**src/rtl/bram_arb_pkg.sv**
```systemverilog
// Shared types and constants for the BRAM port arbiter.
package bram_arb_pkg;
  localparam int ARB_FIXED = 0;
  localparam int ARB_RR    = 1;
  localparam int IDX_MAX_W = 3;  // wide enough for up to 8 requesters

  function automatic int idx_width(input int n);
    return (n > 1) ? $clog2(n) : 1;
  endfunction

  typedef struct packed {
    logic                 valid;
    logic [IDX_MAX_W-1:0] idx;
  } tag_t;
endpackage

```
**src/rtl/rr_arbiter.sv**
```systemverilog
// Combinational grant (fixed priority or round robin, lock-aware) plus the round-robin pointer.
module rr_arbiter
  import bram_arb_pkg::*;
#(
  parameter int NUM_REQ  = 2,
  parameter int ARB_MODE = ARB_FIXED,
  parameter int IDX_W    = idx_width(NUM_REQ)
) (
  input  logic               clk_in,
  input  logic               rst_in,
  input  logic [NUM_REQ-1:0] i_valid,
  input  logic               i_lock_held,
  input  logic [IDX_W-1:0]   i_lock_owner,
  output logic [NUM_REQ-1:0] o_grant,
  output logic               o_any,
  output logic [IDX_W-1:0]   o_idx
);
  logic [IDX_W-1:0] r_ptr;

  always_comb begin : p_grant
    int j;
    j       = 0;
    o_grant = '0;
    o_any   = 1'b0;
    o_idx   = '0;
    if (!rst_in) begin
      if (i_lock_held) begin
        if (i_valid[i_lock_owner]) begin
          o_any = 1'b1;
          o_idx = i_lock_owner;
        end
      end else begin
        // Scan starting at the pointer (or at 0 for fixed priority), wrapping once.
        for (int k = 0; k < NUM_REQ; k++) begin
          j = (ARB_MODE == ARB_RR) ? int'(r_ptr) + k : k;
          if (j >= NUM_REQ) j = j - NUM_REQ;
          if (!o_any && i_valid[j]) begin
            o_any = 1'b1;
            o_idx = IDX_W'(j);
          end
        end
      end
      if (o_any) o_grant[o_idx] = 1'b1;
    end
  end

  always_ff @(posedge clk_in) begin
    if (rst_in) begin
      r_ptr <= '0;
    end else if (o_any && (ARB_MODE == ARB_RR)) begin
      r_ptr <= (o_idx == IDX_W'(NUM_REQ - 1)) ? '0 : o_idx + 1'b1;
    end
  end
endmodule

```
**src/rtl/bram_port_arbiter.sv**
```systemverilog
// Shares one BRAM port among NUM_REQ valid/ready requesters with lock support and tagged read return.
module bram_port_arbiter
  import bram_arb_pkg::*;
#(
  parameter int NUM_REQ      = 2,
  parameter int RAM_WIDTH    = 64,
  parameter int RAM_DEPTH    = 16384,
  parameter int READ_LATENCY = 2,
  parameter int ARB_MODE     = ARB_FIXED,
  localparam int ADDR_W      = $clog2(RAM_DEPTH)
) (
  input  logic                              clk_in,
  input  logic                              rst_in,
  input  logic [NUM_REQ-1:0]                req_valid_in,
  output logic [NUM_REQ-1:0]                req_ready_out,
  input  logic [NUM_REQ-1:0]                req_we_in,
  input  logic [NUM_REQ-1:0]                req_lock_in,
  input  logic [NUM_REQ-1:0][ADDR_W-1:0]    req_addr_in,
  input  logic [NUM_REQ-1:0][RAM_WIDTH-1:0] req_wdata_in,
  output logic [NUM_REQ-1:0]                rsp_valid_out,
  output logic [RAM_WIDTH-1:0]              rsp_data_out,
  output logic [ADDR_W-1:0]                 ram_addr_out,
  output logic [RAM_WIDTH-1:0]              ram_din_out,
  output logic                              ram_we_out,
  output logic                              ram_regce_out,
  input  logic [RAM_WIDTH-1:0]              ram_dout_in
);
  localparam int IDX_W = idx_width(NUM_REQ);

  logic                 r_lock_held;
  logic [IDX_W-1:0]     r_lock_owner;
  logic [NUM_REQ-1:0]   w_grant;
  logic                 w_any;
  logic [IDX_W-1:0]     w_idx;
  logic [ADDR_W-1:0]    r_addr;
  logic [RAM_WIDTH-1:0] r_din;
  logic                 r_we;
  // Stage 0 rides alongside the port registers; the last stage lines up with douta.
  tag_t                 r_tag_pipe [READ_LATENCY:0];

  rr_arbiter #(.NUM_REQ(NUM_REQ), .ARB_MODE(ARB_MODE), .IDX_W(IDX_W)) u_arb (
    .clk_in       (clk_in),
    .rst_in       (rst_in),
    .i_valid      (req_valid_in),
    .i_lock_held  (r_lock_held),
    .i_lock_owner (r_lock_owner),
    .o_grant      (w_grant),
    .o_any        (w_any),
    .o_idx        (w_idx)
  );

  assign req_ready_out = w_grant;

  always_ff @(posedge clk_in) begin
    if (rst_in) begin
      r_lock_held  <= 1'b0;
      r_lock_owner <= '0;
      r_addr       <= '0;
      r_din        <= '0;
      r_we         <= 1'b0;
    end else begin
      r_we <= w_any && req_we_in[w_idx];
      if (w_any) begin
        r_addr       <= req_addr_in[w_idx];
        r_din        <= req_wdata_in[w_idx];
        // Only the owner can be granted while locked, so its unlocked beat releases.
        r_lock_held  <= req_lock_in[w_idx];
        r_lock_owner <= w_idx;
      end
    end
  end

  always_ff @(posedge clk_in) begin
    if (rst_in) begin
      for (int k = 0; k <= READ_LATENCY; k++) r_tag_pipe[k] <= '0;
    end else begin
      r_tag_pipe[0] <= '{valid: w_any && !req_we_in[w_idx], idx: IDX_MAX_W'(w_idx)};
      for (int k = 1; k <= READ_LATENCY; k++) r_tag_pipe[k] <= r_tag_pipe[k-1];
    end
  end

  always_comb begin
    rsp_valid_out = '0;
    if (r_tag_pipe[READ_LATENCY].valid)
      rsp_valid_out[r_tag_pipe[READ_LATENCY].idx[IDX_W-1:0]] = 1'b1;
  end

  generate
    if (READ_LATENCY == 1) begin : g_regce_tied
      assign ram_regce_out = 1'b1;
    end else begin : g_regce_tag
      assign ram_regce_out = r_tag_pipe[1].valid;
    end
  endgenerate

  assign rsp_data_out = ram_dout_in;
  assign ram_addr_out = r_addr;
  assign ram_din_out  = r_din;
  assign ram_we_out   = r_we;
endmodule

```
**config.mk**
```make
export PLATFORM = sky130hd
export DESIGN_NAME = bram_port_arbiter
export DESIGN_NICKNAME = d
export VERILOG_FILES = /design/src/rtl/bram_arb_pkg.sv /design/src/rtl/rr_arbiter.sv /design/src/rtl/bram_port_arbiter.sv
export SDC_FILE = /design/constraint.sdc
export NUM_CORES = 1
export LEC_CHECK = 0
export CORE_AREA = 3 3 145 147
export DETAILED_ROUTE_END_ITERATION = 16
export DIE_AREA = 0 0 148 150
export PLACE_DENSITY = 0.7
export SLEW_MARGIN = 20
export SYNTH_ARGS = -nofsm -noshare
export SYNTH_HDL_FRONTEND = slang
export SYNTH_SLANG_ARGS = --single-unit
```
**constraint.sdc**
```tcl
create_clock -name clk_in -period 3.3 [get_ports clk_in]
set_input_delay 0.33 -clock clk_in [delete_from_list [all_inputs] [get_ports clk_in]]
set_output_delay 0.33 -clock clk_in [all_outputs]
set_load 0.02 [all_outputs]
```
==> results of run 1 <==
## stage by stage
step | hold slack [ps] | worst slack, ps | power [mW]
after floorplan | 413.8 | 1760 | 1.971
after global placement | 417.7 | 1082 | 2.353
after detailed placement | 432.4 | 1051 | 2.363
after CTS | 320.5 | 776.2 | 3.399
after global routing | 336.8 | 691.5 | 3.530
final | 348.8 | 807.6 | 3.348
## cell families (layout without fill, tap and decap cells)
logic type / after synthesis / after routing
buf+inv: 223 / 354
compound gates: 242 / 242
flops: 87 / 87
simple gates: 176 / 176
## power breakdown
group | total [mW] | switching [mW] | internal [mW] | leakage [nW]
logic | 1.12 | 0.559 | 0.556 | 2.00
registers | 1.22 | 0.0694 | 1.15 | 0.722
clock network | 1.01 | 0.431 | 0.582 | 0.140
## flip-flops by register name (all words and copies together) (netlist names)
signal and flops:
ram_din_out 64, r_tag_pipe 6, ram_we_out 1, ram_addr_out 14, r_lock_held 1, r_lock_owner 1
## cell usage after synthesis, types with 2 or more instances
master	number
dfxtp_1	87
nand2b_1	82
a21oi_1	80
inv_1	80
o32ai_1	79
a2111oi_2	78
or3b_1	78
buf_4	66
clkbuf_1	42
buf_1	16
buf_2	9
buf_6	9
nor2b_1	5
nor2_1	3
a211oi_1	2
nand2_1	2
## path summary, 6_finish.rpt
| path | from | to | cells after the start | slack [ps] |
|---|---|---|---|---|
| worst max-delay path | r_lock_held | req_ready_out[1] | 4 | 810 |
| worst min-delay path | rst_in | r_tag_pipe[0][0] | 2 | 350 |
| worst max register to register | r_lock_held | ram_din_out[0] | 3 | 1160 |
| worst min register to register | r_tag_pipe[0][3] | r_tag_pipe[0][7] | 1 | 440 |
## layer usage
| layer | part of all wire | wire length (um) |
|---|---|---|
| met1 | 0.42 | 8824 |
| met2 | 0.49 | 10370 |
| met3 | 0.053 | 1107 |
| met4 | 0.033 | 685 |
| met5 | 0 | 0 |
## cell usage in the layout (no fill, tap or decap), types with 2 or more instances in the layout
| master | synthesis | layout |
|---|---|---|
| a2111oi_2 | 78 | 78 |
| a211oi_1 | 2 | 2 |
| a21oi_1 | 80 | 80 |
| buf_12 | 0 | 2 |
| buf_4 | 66 | 11 |
| clkbuf_1 | 42 | 2 |
| clkbuf_16 | 0 | 9 |
| clkdlybuf4s50_1 | 0 | 244 |
| clkinv_2 | 0 | 2 |
| dfxtp_1 | 87 | 86 |
| inv_1 | 80 | 80 |
| nand2b_1 | 82 | 81 |
| nor2_1 | 3 | 3 |
| nor2b_1 | 5 | 5 |
| o32ai_1 | 79 | 79 |
| or3b_1 | 78 | 78 |
## layout make-up
| class | instances | area, sq um |
|---|---|---|
| tap | 270 | 337.8 |
| multi-input combinational | 418 | 3605 |
| sequential | 87 | 1745 |
| inverter | 81 | 304.0 |
| timing repair buffer | 258 | 2570 |
| fill | 2001 | 11200 |
| clock inverter | 4 | 46.29 |
| clock buffer | 11 | 232.7 |
## worst max-delay path: stages (launching register included)
cell and delay [ps]:
dfxtp_4 710, nand2b_1 220, nand3_1 110, nor2_1 160, clkdlybuf4s50_1 630
==> metrics.md, run 1 <==
| Metric | Value |
|---|---|
| WS Path Type | `reg -> out` |
| Final Wtd Congestion | `0.7760` |
| Worst-Skew Late Latency | `340 ps` |
| Syn_area_per_cell | `8.935 sq um` |
| Post-Layout Cell Count | `1129` |
| Final core utilization | `0.4412` |
| Grt total ovfl | `0` |
| Final Hold Viols | `0` |
| CTS tree | `yes` |
| Post-Synth XOR/XNOR Area | `0` |
| Post-synthesis mux area share | `0` |
| Clock sinks | `87` |
| LEAKAGE | `2.863 nW` |
| Via Count | `6077` |
| CP required | `between 2000 and 3000 ps` |
| Non-Filler Cell Area, Final | `slightly below 9000 sq um` |
| Site Rows | `52` |
| RSZ-0062 raised after global routing | `false` |
| Root buffer cell | `clkbuf_16` |
| Synthesized cell area | `about 6500 sq um` |
| Ys Warns | `0` |
| Startpoint class of the critical path | `flop` |
| Max-slew violation count | `0` |
| Die span in x | `148 um` |
| Initial DRC Count | `283` |
| Die Span Y | `150 um` |
| Routed Antenna Nets | `0` |
| Synth cell types | `26` |
| N_diodes | `0` |
| Drt drc | `0` |
| Status | `finished clean` |
| Layout cells sized above 1 | `0.1281` |
| I/O pins | `376` |
| Max-Cap Viols | `0` |
| Core area | `20040 sq um` |
| Met1 Usage GRT | `0.2191` |
| Syn Nets | `956` |
| Largest family of logic cells by synthesized area | `compound AO/OA/AOI/OAI gates` |
| Pre-antenna DRT Iters | `4` |
| Initial core utilization | `0.3246` |
| HP Class | `in -> reg` |
| Crit share post-route | `0.7553` |
| Compound-Gate Fraction of Synth Area | `0.3555` |
| Data arrival time at the worst-slack endpoint | `2160 ps` |
| Htree depth | `3` |
| Initial antenna violation count | `0` |
| Number of synthesized register bits | `87` |
| Worst Path Max Fanout | `44` |
| Post-Synth Adder-Cell Area | `0` |
| Met2 Use GR | `0.3165` |
| Asr flop ratio synth | `0` |
| Avg WL per Cell | `about 19 um` |
| Post-synthesis simple-gate area fraction | `0.1979` |
| Kind of end point of the critical path | `primary output` |
| Clock-pin slew on the worst setup and hold paths | `about 60 ps` |
| Setup TNS | `0 ps` |
| Synth area leader | `dfxtp_1` |
| Worst slew pin tran | `969.9 ps` |
| Prevailing post-synth register cell | `dfxtp_1` |
| DIE AREA | `about 22000 sq um` |
| Number of port buffers | `247` |
| Pwr per Cell Area | `~380 nW/um^2` |
| Dpl cell area | `8562 sq um` |
| Max IR drop VDD | `0.0001654 V` |
| First-pass GRT wire length | `32790 um` |
| Post-Route WL | `20990 um` |
| DR vias/cell | `5.383` |
| Gr usage total | `0.1833` |
| Worst rel slew slack | `0.3534` |
| Hold_buf cts | `0` |
| Detailed placer's ending HPWL | `approximately 14000 um` |
| Met3 Resource Use GR | `0.03180` |
| Synth top area share | `0.2677` |
| Largest net degree at the start of global routing | `roughly 140` |
| Fmax | `401.2 MHz` |
| Post-CTS setup buffer count | `0` |
| Post-synth EDFFs | `0` |
| Area Overhead vs Synth | `35.91%` |
| TritonCTS Buffers | `9` |
| Final Skew | `7.160 ps` |
| Busiest grt layer | `met2` |
| CTS Buffer Depth | `2` |
| Final Critical Period | `between 2000 and 2500 ps` |
| Placed Cells | `around 1.1k` |
| Post_cts resized | `0` |
| Gate Count Post-Synth | `728` |
| Final Net Count | `1083` |
| Synth top area cells | `dfxtp_1 (27%), a2111oi_2 (18%), o32ai_1 (11%), or3b_1 (11%), nand2b_1 (7.9%)` |
| Final setup vio count | `0` |
| Vias in the first global route | `6076` |
| Register area share after synthesis | `0.2677` |
No activity file was read; power rests on OpenSTA's default activity.
==> run 2: changes to the inputs <==
--- a/config.mk
+++ b/config.mk
@@ -8,7 +8,7 @@
 export CORE_AREA = 3 3 145 147
 export DETAILED_ROUTE_END_ITERATION = 16
 export DIE_AREA = 0 0 148 150
-export PLACE_DENSITY = 0.7
+export PLACE_DENSITY = 0.73
 export SLEW_MARGIN = 20
 export SYNTH_ARGS = -nofsm -noshare
 export SYNTH_HDL_FRONTEND = slang
==> constraint.sdc (replaced) <==
create_clock -name clk_in -period 2 [get_ports clk_in]
set_input_delay 0.2 -clock clk_in [delete_from_list [all_inputs] [get_ports clk_in]]
set_output_delay 0.2 -clock clk_in [all_outputs]
set_load 0.02 [all_outputs]
==> run 2 against run 1 <==
- register-to-register slack worse by 850 ps
- hold slack worse by 210 ps
- die area unchanged
- routed wire length about the same
- critical path depth down 1
- combinational power up 69%
- sequential cell count unchanged
- clock power up 61%
- core utilization up 0.68 points
- clock-buffer cell count unchanged
- critical path type unchanged
- critical endpoint is now req_ready_out[0]
==> metrics.md, run 2 (synthesis results as in run 1) <==
| Metric | Value |
|---|---|
| CP max stage cell | `clkdlybuf4s50_1` |
| HP Class | `in -> reg` |
| Fmax | `approximately 550 MHz` |
| Most frequent cells in the layout | `clkdlybuf4s50_1 (243), dfxtp_1 (86), nand2b_1 (81), inv_1 (80), a21oi_1 (80)` |
| Largest net degree at the start of global routing | `81` |
| Worst rel slew slack | `0.5818` |
| Layout cells sized above 1 | `0.1414` |
| Post-Route WL | `20980 um` |
| Kind of end point of the critical path | `primary output` |
| Htree depth | `3` |
| Gr usage total | `0.1828` |
| LEAKAGE | `2.931 nW` |
| Setup TNS | `0 ps` |
| CP required | `1800 ps` |
| RSZ-0062 raised after global routing | `false` |
| Max-slew violation count | `0` |
| WS Path Type | `reg -> out` |
| Die Span Y | `150 um` |
| Vias in the first global route | `6028` |
| Final Wtd Congestion | `0.7961` |
| Initial core utilization | `0.3246` |
| Pwr per Cell Area | `613.8 nW/um^2` |
| Max FFs per register | `between 60 and 70` |
| Area Overhead vs Synth | `38.01%` |
| Crit-path cells | `nand2_2 > and3b_1 > clkdlybuf4s50_1` |
| Status | `finished clean` |
| I/O pins | `around 380` |
| CTS tree | `yes` |
| Final setup vio count | `0` |
| Hold_ws | `136.7 ps` |
| Clock sinks | `87` |
| Routed Antenna Nets | `0` |
| First-pass GRT wire length | `32710 um` |
| Detailed placer's ending HPWL | `14320 um` |
| Slowest cell delay on critical path | `about 550 ps` |
| Number of port buffers | `247` |
| Final Critical Period | `1816 ps` |
| Startpoint class of the critical path | `flop` |
| Core area | `20040 sq um` |
| Worst slew pin tran | `627.3 ps` |
| Initial DRC Count | `268` |
| TritonCTS Buffers | `9` |
| Grt total ovfl | `0` |
| Clock-pin slew on the worst setup and hold paths | `roughly 70 ps` |
| Hold_buf cts | `0` |
| Worst Path Max Fanout | `6` |
| Data arrival time at the worst-slack endpoint | `1620 ps` |
| Root buffer cell | `clkbuf_16` |
| Drt drc | `0` |
| DR vias/cell | `about 5.4` |
| Crit share post-route | `0.9078` |
| Final Hold Viols | `0` |
| DIE AREA | `roughly 22000 sq um` |
| Filler cells | `between 2k and 2.5k` |
| Die span in x | `148 um` |
| Worst-Skew Late Latency | `340 ps` |
| Site Rows | `52` |
| Max IR drop VDD | `0.0003232 V` |
| Commonest non-fill, non-tap cell in the layout | `clkdlybuf4s50_1` |
| Post-CTS setup buffer count | `0` |
| CTS Buffer Depth | `2` |
| Initial antenna violation count | `1` |
| Final Net Count | `1094` |
| Final Skew | `8.483 ps` |
| Avg WL per Cell | `18.39 um` |
| Pre-antenna DRT Iters | `4` |
| Max-Cap Viols | `0` |
| Via Count | `6146` |
| Final core utilization | `0.4480` |
run 2: routing by layer:
layer	track usage	up-vias	part of all wire
met2	0.3163	230	0.50
met4	0.07806	0	0.034
met5	0	-	0
met3	0.03452	52	0.055
met1	0.2221	2934	0.41
li1	-	2930	-
run 2: layout make-up:
class,count,area [sq um],area share
well taps,270,337.8,0.03763
clock inverters,4,31.28,0.003484
diodes,1,2.502,0.0002787
inverters,81,304.0,0.03387
flip-flops and latches,87,1743,0.1941
multi-input cells,418,3605,0.4015
repair buffers,269,2701,0.3009
clock buffers,11,252.7,0.02815
run 2: what timing repair did:
| action | in CTS | in global routing |
|---|---|---|
| gates resized for setup | 1 | 0 |
| endpoints found under the hold margin | 0 | 0 |
| setup endpoints to repair | 1 | 0 |
run 2: where the power goes:
part | internal (mW) | switching [mW] | leakage, nW
Sequential | 1.90 | 0.0899 | 0.722
Combinational | 0.944 | 0.945 | 2.08
Clock | 0.906 | 0.726 | 0.130
run 2: stage by stage:
stage / power, mW / cells / setup WS (ps) / area (sq um)
after floorplan: 3.253 / 728 / 562.7 / 6505
after global placement: 3.910 / 1125 / 325.3 / 8692
after detailed placement: 3.932 / 1125 / 242.3 / 8692
after CTS: 5.600 / 1140 / 151.8 / 8975
after global routing: 5.794 / 1141 / 104.7 / 8977
final: 5.510 / 1141 / 184.3 / 8977
run 2: final timing paths:
check                   start               end  slack, ps  depth (start not counted)
max              r_lock_owner  req_ready_out[0]        180                          3
min                    rst_in   ram_din_out[39]        140                          2
max reg2reg      r_lock_owner   ram_din_out[17]        310                          4
min reg2reg  r_tag_pipe[0][4]  r_tag_pipe[0][8]        440                          1
run 2: critical path: cells and delay by family, from the launching register on:
| family | cells | cell delay (ps) |
|---|---|---|
| buf+inv | 1 | 550 |
| flops | 1 | 430 |
| simple gates | 2 | 310 |
